--- src/rtl/node_dispatch_fifo_pkg.sv ---
// Shared definitions for the node dispatcher and link receivers.
// Direction codes, default width and channel occupancy states.
package node_dispatch_fifo_pkg;

  localparam int WIDTH_DEF = 32;

  typedef enum logic [1:0] {
    DIR_RIGHT = 2'b00,
    DIR_SELF  = 2'b01,
    DIR_LEFT  = 2'b10,
    DIR_BCAST = 2'b11
  } dir_e;

  typedef enum logic [1:0] {
    CH_EMPTY,
    CH_PARTIAL,
    CH_FULL
  } chan_state_e;

  function automatic chan_state_e chan_state(
    input int cnt,
    input int depth
  );
    if (cnt == 0)
      return CH_EMPTY;
    else if (cnt >= depth)
      return CH_FULL;
    else
      return CH_PARTIAL;
  endfunction

endpackage

--- src/rtl/node_dispatch_fifo_chan_fifo.sv ---
// One dispatcher channel: circular buffer with separate count.
// Head payload is forced to zero whenever the channel is empty.
module chan_fifo
  import node_dispatch_fifo_pkg::*;
#(
  parameter int WIDTH = WIDTH_DEF,
  parameter int DEPTH = 4,
  parameter int CNT_W = $clog2(DEPTH) + 1
) (
  input  logic             clk,
  input  logic             rst_n,
  input  logic             i_push,
  input  logic [WIDTH-1:0] i_data,
  input  logic             i_ready,
  output logic             o_valid,
  output logic [WIDTH-1:0] o_data,
  output logic [CNT_W-1:0] o_count,
  output logic             o_full
);

  localparam int PTR_W = $clog2(DEPTH);

  logic [WIDTH-1:0] r_mem [DEPTH];
  logic [PTR_W-1:0] r_wptr;
  logic [PTR_W-1:0] r_rptr;
  logic [CNT_W-1:0] r_count;

  chan_state_e w_state;
  logic        w_push;
  logic        w_pop;

  assign w_state = chan_state(int'(r_count), DEPTH);
  assign w_push  = i_push & (w_state != CH_FULL);
  assign w_pop   = i_ready & (w_state != CH_EMPTY);

  assign o_valid = (w_state != CH_EMPTY);
  assign o_full  = (w_state == CH_FULL);
  assign o_count = r_count;
  assign o_data  = o_valid ? r_mem[r_rptr] : '0;

  // Pointers wrap modulo DEPTH; count moves by at most one.
  always_ff @(posedge clk or negedge rst_n) begin
    if (!rst_n) begin
      r_wptr  <= '0;
      r_rptr  <= '0;
      r_count <= '0;
    end else begin
      if (w_push)
        r_wptr <= r_wptr + 1'b1;
      if (w_pop)
        r_rptr <= r_rptr + 1'b1;
      if (w_push && !w_pop)
        r_count <= r_count + CNT_W'(1);
      else if (!w_push && w_pop)
        r_count <= r_count - CNT_W'(1);
    end
  end

  // Storage write on accepted push.
  always_ff @(posedge clk or negedge rst_n) begin
    if (!rst_n) begin
      for (int i = 0; i < DEPTH; i++)
        r_mem[i] <= '0;
    end else if (w_push) begin
      r_mem[r_wptr] <= i_data;
    end
  end

endmodule

--- src/rtl/node_dispatch_fifo.sv ---
// Routes instructions to self/right/left channels or all three.
// Each channel buffers independently to avoid head-of-line blocking.
module node_dispatch_fifo
  import node_dispatch_fifo_pkg::*;
#(
  parameter int WIDTH = WIDTH_DEF,
  parameter int DEPTH = 4,
  parameter int CNT_W = $clog2(DEPTH) + 1
) (
  input  logic             clk,
  input  logic             rst_n,
  input  logic             in_valid,
  output logic             in_ready,
  input  logic [1:0]       in_dir,
  input  logic [WIDTH-1:0] in_instr,
  output logic             self_valid,
  output logic             right_valid,
  output logic             left_valid,
  input  logic             self_ready,
  input  logic             right_ready,
  input  logic             left_ready,
  output logic [WIDTH-1:0] self_instr,
  output logic [WIDTH-1:0] right_instr,
  output logic [WIDTH-1:0] left_instr,
  output logic [CNT_W-1:0] self_count,
  output logic [CNT_W-1:0] right_count,
  output logic [CNT_W-1:0] left_count,
  output logic [15:0]      bcast_count
);

  logic        w_full_s;
  logic        w_full_r;
  logic        w_full_l;
  logic        w_sel_s;
  logic        w_sel_r;
  logic        w_sel_l;
  logic        w_bc;
  logic        w_rdy;
  logic        w_acc;
  logic [15:0] r_bcast;

  // Decode destination and judge space on current counts only.
  always_comb begin
    w_sel_s = 1'b0;
    w_sel_r = 1'b0;
    w_sel_l = 1'b0;
    w_bc    = 1'b0;
    w_rdy   = 1'b0;
    unique case (1'b1)
      (in_dir == DIR_SELF): begin
        w_sel_s = 1'b1;
        w_rdy   = ~w_full_s;
      end
      (in_dir == DIR_RIGHT): begin
        w_sel_r = 1'b1;
        w_rdy   = ~w_full_r;
      end
      (in_dir == DIR_LEFT): begin
        w_sel_l = 1'b1;
        w_rdy   = ~w_full_l;
      end
      default: begin
        w_sel_s = 1'b1;
        w_sel_r = 1'b1;
        w_sel_l = 1'b1;
        w_bc    = 1'b1;
        w_rdy   = ~(w_full_s | w_full_r | w_full_l);
      end
    endcase
  end

  assign in_ready    = rst_n & w_rdy;
  assign w_acc       = in_valid & in_ready;
  assign bcast_count = r_bcast;

  // Saturating count of accepted broadcasts.
  always_ff @(posedge clk or negedge rst_n) begin
    if (!rst_n)
      r_bcast <= '0;
    else if (w_acc && w_bc && r_bcast != 16'hFFFF)
      r_bcast <= r_bcast + 16'd1;
  end

  chan_fifo #(
    .WIDTH(WIDTH), .DEPTH(DEPTH), .CNT_W(CNT_W)
  ) u_self (
    .clk     (clk),
    .rst_n   (rst_n),
    .i_push  (w_acc & w_sel_s),
    .i_data  (in_instr),
    .i_ready (self_ready),
    .o_valid (self_valid),
    .o_data  (self_instr),
    .o_count (self_count),
    .o_full  (w_full_s)
  );

  chan_fifo #(
    .WIDTH(WIDTH), .DEPTH(DEPTH), .CNT_W(CNT_W)
  ) u_right (
    .clk     (clk),
    .rst_n   (rst_n),
    .i_push  (w_acc & w_sel_r),
    .i_data  (in_instr),
    .i_ready (right_ready),
    .o_valid (right_valid),
    .o_data  (right_instr),
    .o_count (right_count),
    .o_full  (w_full_r)
  );

  chan_fifo #(
    .WIDTH(WIDTH), .DEPTH(DEPTH), .CNT_W(CNT_W)
  ) u_left (
    .clk     (clk),
    .rst_n   (rst_n),
    .i_push  (w_acc & w_sel_l),
    .i_data  (in_instr),
    .i_ready (left_ready),
    .o_valid (left_valid),
    .o_data  (left_instr),
    .o_count (left_count),
    .o_full  (w_full_l)
  );

endmodule

--- config.mk ---
export PLATFORM = sky130hd
export DESIGN_NAME = node_dispatch_fifo
export DESIGN_NICKNAME = d
export VERILOG_FILES = /design/src/rtl/node_dispatch_fifo_pkg.sv /design/src/rtl/node_dispatch_fifo_chan_fifo.sv /design/src/rtl/node_dispatch_fifo.sv
export SDC_FILE = /design/constraint.sdc
export NUM_CORES = 1
export LEC_CHECK = 0
export BUFFER_PORTS_ARGS = -buffer_cell sky130_fd_sc_hd__buf_2
export CAP_MARGIN = 20
export CELL_PAD_IN_SITES_DETAIL_PLACEMENT = 0
export CELL_PAD_IN_SITES_GLOBAL_PLACEMENT = 1
export CORE_UTILIZATION = 53
export CTS_BUF_LIST = sky130_fd_sc_hd__clkbuf_2 sky130_fd_sc_hd__clkbuf_4 sky130_fd_sc_hd__clkbuf_8
export CTS_CLUSTER_SIZE = 30
export DETAILED_ROUTE_END_ITERATION = 8
export GPL_TIMING_DRIVEN = 1
export MAX_ROUTING_LAYER = met4
export PLACE_DENSITY = 0.91
export SLEW_MARGIN = 20
export SYNTH_ARGS = -nofsm -noshare
export SYNTH_HDL_FRONTEND = slang
export SYNTH_SLANG_ARGS = --single-unit
--- constraint.sdc ---
create_clock -name clk -period 3.3 [get_ports clk]
set_input_delay 0.33 -clock clk [delete_from_list [all_inputs] [get_ports clk]]
set_output_delay 0.33 -clock clk [all_outputs]
set_load 0.01 [all_outputs]
Yosys cells after proc, flatten, opt, wreduce, memory -nomap -nowiden
Index checks and enable logic that the tools add are counted.
Widths: inputs -> output; s select.
{"block": "word_totals", "register_bits": 421, "input_bits": 40, "out_inout_bits": 125, "elab_cells": 148}
{"block": "classes", "add_sub_neg": 13, "n_lt_le_gt_ge": 12, "eq_ne": 9, "muxes": 38, "n_bitwise": 23, "n_reduce_logical": 31}
{"operator": "$bwmux 128", "n": 3}
{"operator": "$mux 32", "n": 12}
{"operator": "$bmux 32 s2", "n": 3}
{"operator": "$demux 32 s2", "n": 3}
{"operator": "$ge 3x3->1 const B", "n": 9}
{"operator": "$mux 3", "n": 6}
{"operator": "$not 2->3", "n": 6}
{"operator": "$add 16x1->16 const B", "n": 1}
{"operator": "$ne 16x16->1 const B", "n": 1}
{"operator": "$add 2x1->2 const B", "n": 6}
{"operator": "$mux 2", "n": 6}
{"operator": "$reduce_bool 2->1", "n": 6}
{"operator": "$and 1x1->1", "n": 11}
{"operator": "$logic_and 1x1->1", "n": 11}
{"operator": "$add 3x1->3 const B", "n": 3}
{"operator": "$logic_not 3->1", "n": 3}
{"operator": "$lt 3x1->1 const B", "n": 3}
{"operator": "$sub 3x1->3 const B", "n": 3}
{"operator": "$eq 2x2->1 const B", "n": 4}
{"operator": "$logic_not 1->1", "n": 6}
{"operator": "$ne 2x2->1 const B", "n": 3}
{"operator": "$reduce_or 2->1", "n": 3}
{"operator": "$mux 1", "n": 4}
{"operator": "$not 1->1", "n": 4}
{"operator": "other kinds (5)", "n": 6}

Depth between registers and ports, before layout
Gate-level depths: netlist (run 1).
{"block": "logic_depth", "depth_word": 16, "ltp_mapped": 14, "ltp_nobuf": 13}

By module
Synthesis (run 1) repeated with hierarchy kept, for this count alone.
{"block": "unflattened", "hier_cells": 1224, "hier_area_um2": 21008.9}
{"module": "chan_fifo", "instances": 3, "cells_per_inst": 380, "area_per_inst_um2": 6693.9, "seq_area_each_um2": 3378.2}
{"module": "node_dispatch_fifo", "instances": 1, "cells_per_inst": 84, "area_per_inst_um2": 927.1, "seq_area_each_um2": 400.4}

Worst setup path before layout (run 1)
No wires, ideal clock.
{"block": "synth_timing", "path_type": "in2reg", "from": "input port in_dir[0]", "to": "register u_left.r_count[1], in the netlist u_left.o_count[1]", "setup_time_ps": 125, "arrival_time_ps": 2341, "required_ps": 3175, "setup_slack_ps": 834, "path_stages": 12, "n_path_buf": 1, "cell_sequence": "inv_1 ha_1 nor2b_2 o41ai_4 nor2_2 buf_6 nand2_1 inv_1 ha_1 inv_1 fa_1 mux2_2"}
{"block": "synth_via", "elab_chain_cells": 9, "elab_cells_between_ends": 15, "classes_between": "eq/ne (2); mux (3); bitwise (4); reduce/logical (6)"}
{"element": "from (decl)", "line": "node_dispatch_fifo.sv:14", "source": "input logic [1:0] in_dir,"}
{"element": "$eq 2x2->1, or another cell as far along", "line": "node_dispatch_fifo.sv:58", "source": "(in_dir == DIR_LEFT): begin"}
{"element": "$pmux 1 s3", "line": "node_dispatch_fifo.sv:49", "source": "unique case (1'b1)"}
{"element": "$and 1x1->1", "line": "node_dispatch_fifo.sv:72", "source": "assign in_ready = rst_n & w_rdy;"}
{"element": "$and 1x1->1", "line": "node_dispatch_fifo.sv:73", "source": "assign w_acc = in_valid & in_ready;"}
{"element": "$and 1x1->1 (*)", "line": "node_dispatch_fifo.sv:117", "source": ".i_push (w_acc & w_sel_l),"}
{"element": "$and 1x1->1 (*)", "line": "node_dispatch_fifo_chan_fifo.sv:33", "source": "assign w_push = i_push & (w_state != CH_FULL);"}
{"element": "via u_left.w_push", "line": "node_dispatch_fifo_chan_fifo.sv:29", "source": "logic w_push;"}
{"element": "$logic_not 1->1", "line": "node_dispatch_fifo_chan_fifo.sv:54", "source": "else if (!w_push && w_pop)"}
{"element": "$logic_and 1x1->1", "line": "node_dispatch_fifo_chan_fifo.sv:54"}
{"element": "$reduce_bool 2->1 (no line)"}
{"element": "to (signal assigned)", "line": "node_dispatch_fifo_chan_fifo.sv:53", "source": "r_count <= r_count + CNT_W'(1);"}
{"element": "to (signal assigned)", "line": "node_dispatch_fifo_chan_fifo.sv:55", "source": "r_count <= r_count - CNT_W'(1);"}
{"element": "to (decl)", "line": "node_dispatch_fifo_chan_fifo.sv:26", "source": "logic [CNT_W-1:0] r_count;"}
The timed path passes the listed nets; every way through them passes the cells marked *.
A chain may end at the register's enable or synchronous reset.

Final worst setup path (run 1)
{"block": "layout_timing", "from": "register u_right.r_rptr[1]", "to": "output port right_instr[30]"}
{"block": "layout_via", "elab_chain_cells": 5}
{"element": "from (decl)", "line": "node_dispatch_fifo_chan_fifo.sv:25", "source": "logic [PTR_W-1:0] r_rptr;"}
{"element": "from (signal assigned)", "line": "node_dispatch_fifo_chan_fifo.sv:51", "source": "r_rptr <= r_rptr + 1'b1;"}
{"element": "$not 2->3 (implied by the code)", "line": "node_dispatch_fifo_chan_fifo.sv:39", "source": "assign o_data = o_valid ? r_mem[r_rptr] : '0;"}
{"element": "$bmux 32 s2", "line": "node_dispatch_fifo_chan_fifo.sv:39"}
{"element": "$mux 32 (implied by the code) (2 in a row)", "line": "node_dispatch_fifo_chan_fifo.sv:39"}
{"element": "$mux 32", "line": "node_dispatch_fifo_chan_fifo.sv:39"}
{"element": "to (decl)", "line": "node_dispatch_fifo.sv:23", "source": "output logic [WIDTH-1:0] right_instr,"}
No other way between the ends. The select of a mux whose other input is x is not followed.

==> metrics.txt, run 1 <==
Die Wd=roughly 200 microns; Fin. Hold Viols=0; Overflow after GRT=0; top-area cell type share of the netlist area=0.532; Clock transition at path regs=0.06 ns; drt wl/cell=approximately 23 microns; worst hold slack=roughly 0.07 ns; Synth Net Count=roughly 1300; clk_skew=between 0.02 and 0.03 ns; chip height=195 microns; register area share after synthesis=0.532; Skew-Pair Late Insertion Delay=around 0.61 ns; number of global-route vias before repair=between 10000 and 15000; Worst Hold Class=in2reg; H-tree depth=3; met3 Usage GRT=0.0430; # IOs=approximately 170; Pwr Density=about 900 nW/um^2; CTS tree=done; flops & latches, synth=roughly 420; run status=finished, final reports clean; peak supply drop=approximately 0.49 mV; max_slew headroom=0.378; Worst Setup Path Type=reg2out; pin count of the biggest net entering global routing=between 150 and 200; Fmax achieved=around 360 MHz; Crit. End Element=output port; # resized after CTS=0; post-route design area=around 22000 sq um; met2 usage=0.391; post-synthesis cell type count=34; Leakage=between 10 and 15 nW; vias per cell=a little under 6; Initial DRT Pass Iterations=4; CORE AREA=~37000 sq um; TNS Setup=0 ns; synthesized instance count=between 1000 and 1500; initial antenna violation count=3; cell area after synthesis=around 20000 sq um; async set-reset flop share out of synthesis=1.00; Layout Nets=roughly 1500; met1 Use GR=0.343; gr usage total=0.253; Layout area overhead=12.9%; first-pass GRT wire length=roughly 71 mm; Slew Viols, Final=0; nature of the critical path startpoint=flop; Synth area leader=dfrtp_1; layout cell share with drive strength beyond 1=0.557; Post-DP HPWL=28.1 mm; ANT nets after route=0; CP arrival=between 2 and 2.5 ns; number of flops mapped to enable cells by yosys=0; Critical Path Fanout Max=16; most common flop cell mapped by yosys=dfrtp_1; clock buffer depth=3; min Tclk post-route=around 2.8 ns; # rows=70; Initial Utilization=0.540; final worst-path cycle share=0.853; Synth top cells by count=dfrtp_1, mux2_2, and2_1, mux4_2, mux2_4; die footprint=between 30000 and 40000 sq um; PortBufs=between 150 and 200; RSZ-0062 raised after global routing=false; Initial DRC Count=a little under 800; Pwr Total=20.4 mW; routed vias=11200; Slew @ Worst Pin=roughly 0.93 ns; Placer Congestion=between 0.7 and 0.8; WL final=between 40 and 50 mm; Post-CTS Repair Setup Buffers=0; # DRC=0; Synth area leaders=dfrtp_1, mux2_2, mux4_2; Post-DP Area=~21000 sq um; setup violators final=0; worst endpoint required time=2.97 ns; Root Driver=clkbuf_8; clock sink count=between 400 and 500; top-count cell post-synth=dfrtp_1; cts bufs inserted=70; Max Cap Viol=0; Mean Syn Cell Area=roughly 16 sq um; busiest grt layer=met2; Syn. warnings=0
[cell usage in the layout (no fill, tap or decap), types with 12 or more instances in the layout]
master,count
buf_2,163
dfrtp_1,418
mux4_2,96
and3_2,12
mux2_2,303
mux2_4,78
and2_1,96
inv_1,15
clkbuf_8,80
ha_1,21
nand2_1,13
xnor2_1,26
clkbuf_4,29
buf_4,25
[sequential cells by signal, indices dropped and copies added, names as in the netlist]
| signal | flops |
|---|---|
| u_self.r_wptr | 2 |
| u_self.r_mem | 128 |
| u_right.r_rptr | 2 |
| u_left.o_count | 3 |
| u_left.r_wptr | 2 |
| u_left.r_mem | 128 |
| bcast_count | 16 |
| u_right.r_wptr | 2 |
| u_right.r_mem | 128 |
| u_self.o_count | 3 |
| u_self.r_rptr | 2 |
| u_left.r_rptr | 2 |
| u_right.o_count | 3 |
[cell families (layout without fill, tap and decap cells)]
logic type,Yosys count,count (layout),synth area share
compound gates,2,2,0.00177
xor+xnor,33,33,0.0146
fa+ha+maj,24,24,0.0163
buf+inv,133,337,0.0396
flops,421,421,0.532
mux,487,487,0.346
other cells,0,3,0
simple gates,164,164,0.0500
[report_power, final]
group          switching [mW]  total (mW)  leakage [nW]  internal, mW
combinational            3.12        7.38          4.47          4.27
sequential               1.23        8.41          5.59          7.17
clock                    2.07        4.62         0.746          2.55
[final cells by class]
| class | count | area, sq um |
|---|---|---|
| clock inverters | 11 | 83.8 |
| multi-input cells | 710 | 8500 |
| flip-flops and latches | 421 | 10500 |
| clock buffers | 109 | 1320 |
| fillers | 2674 | 14300 |
| diodes | 3 | 7.51 |
| repair buffers | 202 | 1270 |
| inverters | 15 | 56.3 |
| well taps | 468 | 586 |
[worst max-delay path, cell delays in order, from the launching register on]
cell,delay (ns)
dfrtp_1,0.86
buf_4,0.35
mux4_2,0.33
and2_1,0.21
buf_2,0.15
[final timing paths]
path                       slack (ns)                 to  cells past startpoint               start
min                              0.07  u_right.r_rptr[1]                      3         right_ready
max in group asynchronous        1.43  u_left.r_mem[126]                      4               rst_n
min reg2reg                      0.48   u_self.r_mem[40]                      1    u_self.r_mem[40]
min in group asynchronous        0.17  u_right.r_mem[64]                      2               rst_n
max reg2reg                      0.77  u_self.o_count[2]                     12  u_right.o_count[2]
max                              0.49    right_instr[30]                      4   u_right.r_rptr[1]
[stage by stage]
stage | cells | util | worst slack, ns
after detailed placement | 1814 | 0.570 | 0.508
after global routing | 1938 | 0.609 | 0.418
after CTS | 1935 | 0.608 | 0.476
after global placement | 1814 | 0.570 | 0.602
final | 1939 | 0.609 | 0.487
after floorplan | 1264 | - | 0.834
[layer usage]
metal | vias up | routed length, microns
met5 | - | 0
met4 | 0 | 1140
met3 | 90 | 2200
met2 | 294 | 21800
met1 | 5986 | 19700
li1 | 4832 | -
[repair_timing]
action,CTS,global route
hold buffers,1,0
hold endpoints to repair,22,0
endpoints found under the setup margin,0,0
No activity file was read; power rests on OpenSTA's default activity.
==> run 2: changes to the inputs <==
--- a/config.mk
+++ b/config.mk
@@ -16,6 +16,7 @@
 export GPL_TIMING_DRIVEN = 1
 export MAX_ROUTING_LAYER = met4
 export PLACE_DENSITY = 0.91
+export RECOVER_POWER = 25
 export SLEW_MARGIN = 20
 export SYNTH_ARGS = -nofsm -noshare
 export SYNTH_HDL_FRONTEND = slang
==> run 2 against run 1 <==
- the flow now finishes with violations (max-capacitance violations, max-slew violations)
- sequential share of layout area about the same
- worst setup slack gained 0.032 ns
- non-clock buffer count is the same
- core utilization is essentially flat
- power is essentially flat
- cell count unchanged
- hold slack gained 0.0011 ns
- clock skew rose by 0.00097 ns
- first-iteration DRC count shrank 13%
- sequential power about the same
- sequential cell count stayed put
- critical endpoint unchanged
- largest power group unchanged
- highest routed layer unchanged
==> metrics.txt, run 2 (synthesis gave the netlist of run 1 again) <==
Initial DRT Pass Iterations=5 (+1); final worst-path cycle share=0.843 (-0.00984); nature of the critical path startpoint=flop; CORE AREA=36700 sq um (unchanged); die footprint=38200 sq um (unchanged); Max Cap Viol=1 (+1); vias per cell=5.78 (about the same); TNS Setup=0 ns (unchanged); Root Driver=clkbuf_8; peak supply drop=0.494 mV (about the same); Clock transition at path regs=0.06 ns (about the same); Slew @ Worst Pin=1.80 ns (+0.868 ns); gr usage total=0.253 (unchanged); drt wl/cell=23.1 microns (about the same); WL final=44.8 mm (about the same); min Tclk post-route=2.78 ns (-0.0325 ns); Placer Congestion=0.787 (unchanged); PortBufs=164 (unchanged); Initial DRC Count=676 (-13%); most common cell after layout, fill and taps aside=dfrtp_1; # DRC=0 (unchanged); # IOs=165 (unchanged); Overflow after GRT=0 (unchanged); initial antenna violation count=3 (unchanged); number of global-route vias before repair=12100 (unchanged); violated checks=max-capacitance violations, max-slew violations; Post-DP HPWL=28.1 mm (unchanged); CP arrival=2.45 ns (-0.03 ns); max_slew headroom=-0.200 (-0.579); Layout area overhead=12.8% (about the same); Initial Utilization=0.540 (unchanged); ANT nets after route=0 (unchanged); clock sink count=421 (unchanged); routed vias=11200 (+0.045%); final design utilization=0.609 (about the same); clock buffer depth=3 (unchanged); RSZ-0062 raised after global routing=false; Layout Nets=1484 (unchanged); worst endpoint required time=2.97 ns (about the same); Fmax achieved=360 MHz (+1.2%); Skew-Pair Late Insertion Delay=0.60 ns (about the same); Pwr Density=913 nW/um^2 (about the same); Fin. Hold Viols=0 (unchanged); clk_skew=0.0288 ns (+0.000966 ns); Worst Hold Class=in2reg; # rows=70 (unchanged); pin count of the biggest net entering global routing=186 (unchanged); chip height=195 microns (unchanged); Post-CTS Repair Setup Buffers=0 (unchanged); H-tree depth=3 (unchanged); CTS tree=done; cts bufs inserted=70 (unchanged); setup violators final=0 (unchanged); Leakage=10.8 nW (-0.40%); Slew Viols, Final=75 (+75); Die Wd=195 microns (unchanged); most frequent cells in the layout=dfrtp_1, mux2_2, buf_2, mux4_2, and2_1; Top Registers=u_left.r_mem: 128 flops, u_right.r_mem: 128 flops, u_self.r_mem: 128 flops; Crit. End Element=output port; Worst Setup Path Type=reg2out; Critical Path Fanout Max=16 (unchanged); worst hold slack=0.0723 ns (+0.00114 ns); run status=complete, but fails checks; layout cell share with drive strength beyond 1=0.550 (-0.00681); first-pass GRT wire length=71.2 mm (unchanged)
## run 2: cell count changes in the layout (fill, tap and decap cells not counted)
cell / before / now
buf_2: 163 / 153
buf_4: 25 / 23
clkbuf_1: 0 / 10
clkbuf_2: 0 / 2
## run 2: timing repair
action / in CTS / in global routing
resized for setup: 0 / 0
hold buffers: 1 / 0
hold endpoints to repair: 22 / 0
endpoints found under the setup margin: 0 / 0
## run 2: per-stage QoR
stage	area, sq um	power [mW]	cells	worst slack (ns)
global placement	20900	15.6	1814	0.602
CTS	22300	20.6	1935	0.476
finish	22300	20.4	1939	0.519
floorplan	19800	13.4	1264	0.834
detailed placement	20900	15.9	1814	0.508
global route	22300	21.6	1938	0.418
## run 2: worst max-delay path, cell delays in order, from the launching register on
cell and delay [ns]:
dfrtp_1 0.83, buf_4 0.35, mux4_2 0.32, and2_1 0.21, buf_2 0.15
## run 2: area by class of cell
| class | instances | area [sq um] |
|---|---|---|
| Fill cell | 2680 | 14400 |
| Sequential cell | 421 | 10500 |
| Multi-Input combinational cell | 710 | 8500 |
| Clock buffer | 109 | 1320 |
| Timing Repair Buffer | 202 | 1250 |
| Tap cell | 468 | 586 |
| Clock inverter | 11 | 83.8 |
| Inverter | 15 | 56.3 |
| Antenna cell | 3 | 7.51 |
## run 2: metal layers
metal | global-route usage | vias up | wire, microns
met3 | 0.0430 | 97 | 2190
met5 | - | - | 0
met1 | 0.343 | 5974 | 19700
met4 | 0.0849 | 0 | 1220
li1 | - | 4831 | -
met2 | 0.391 | 305 | 21700
## run 2: worst paths after layout
kind | startpoint | to | cells after the start | slack (ns)
setup / recovery | u_right.r_rptr[1] | right_instr[30] | 4 | 0.52
hold / removal | right_ready | u_right.r_rptr[1] | 3 | 0.07
setup reg to reg | u_right.o_count[2] | u_self.o_count[2] | 12 | 0.77
hold reg to reg | u_self.r_mem[40] | u_self.r_mem[40] | 1 | 0.48
max in group asynchronous | rst_n | u_left.r_mem[126] | 4 | 0.96
min in group asynchronous | rst_n | u_right.r_mem[65] | 2 | 0.17
## run 2: where the power goes
group	leakage, nW	switching [mW]	internal, mW	total, mW
Sequential	5.59	1.23	7.17	8.40
Clock	0.746	2.07	2.55	4.62
Combinational	4.43	3.12	4.26	7.38
Total	10.8	6.42	14.0	20.4
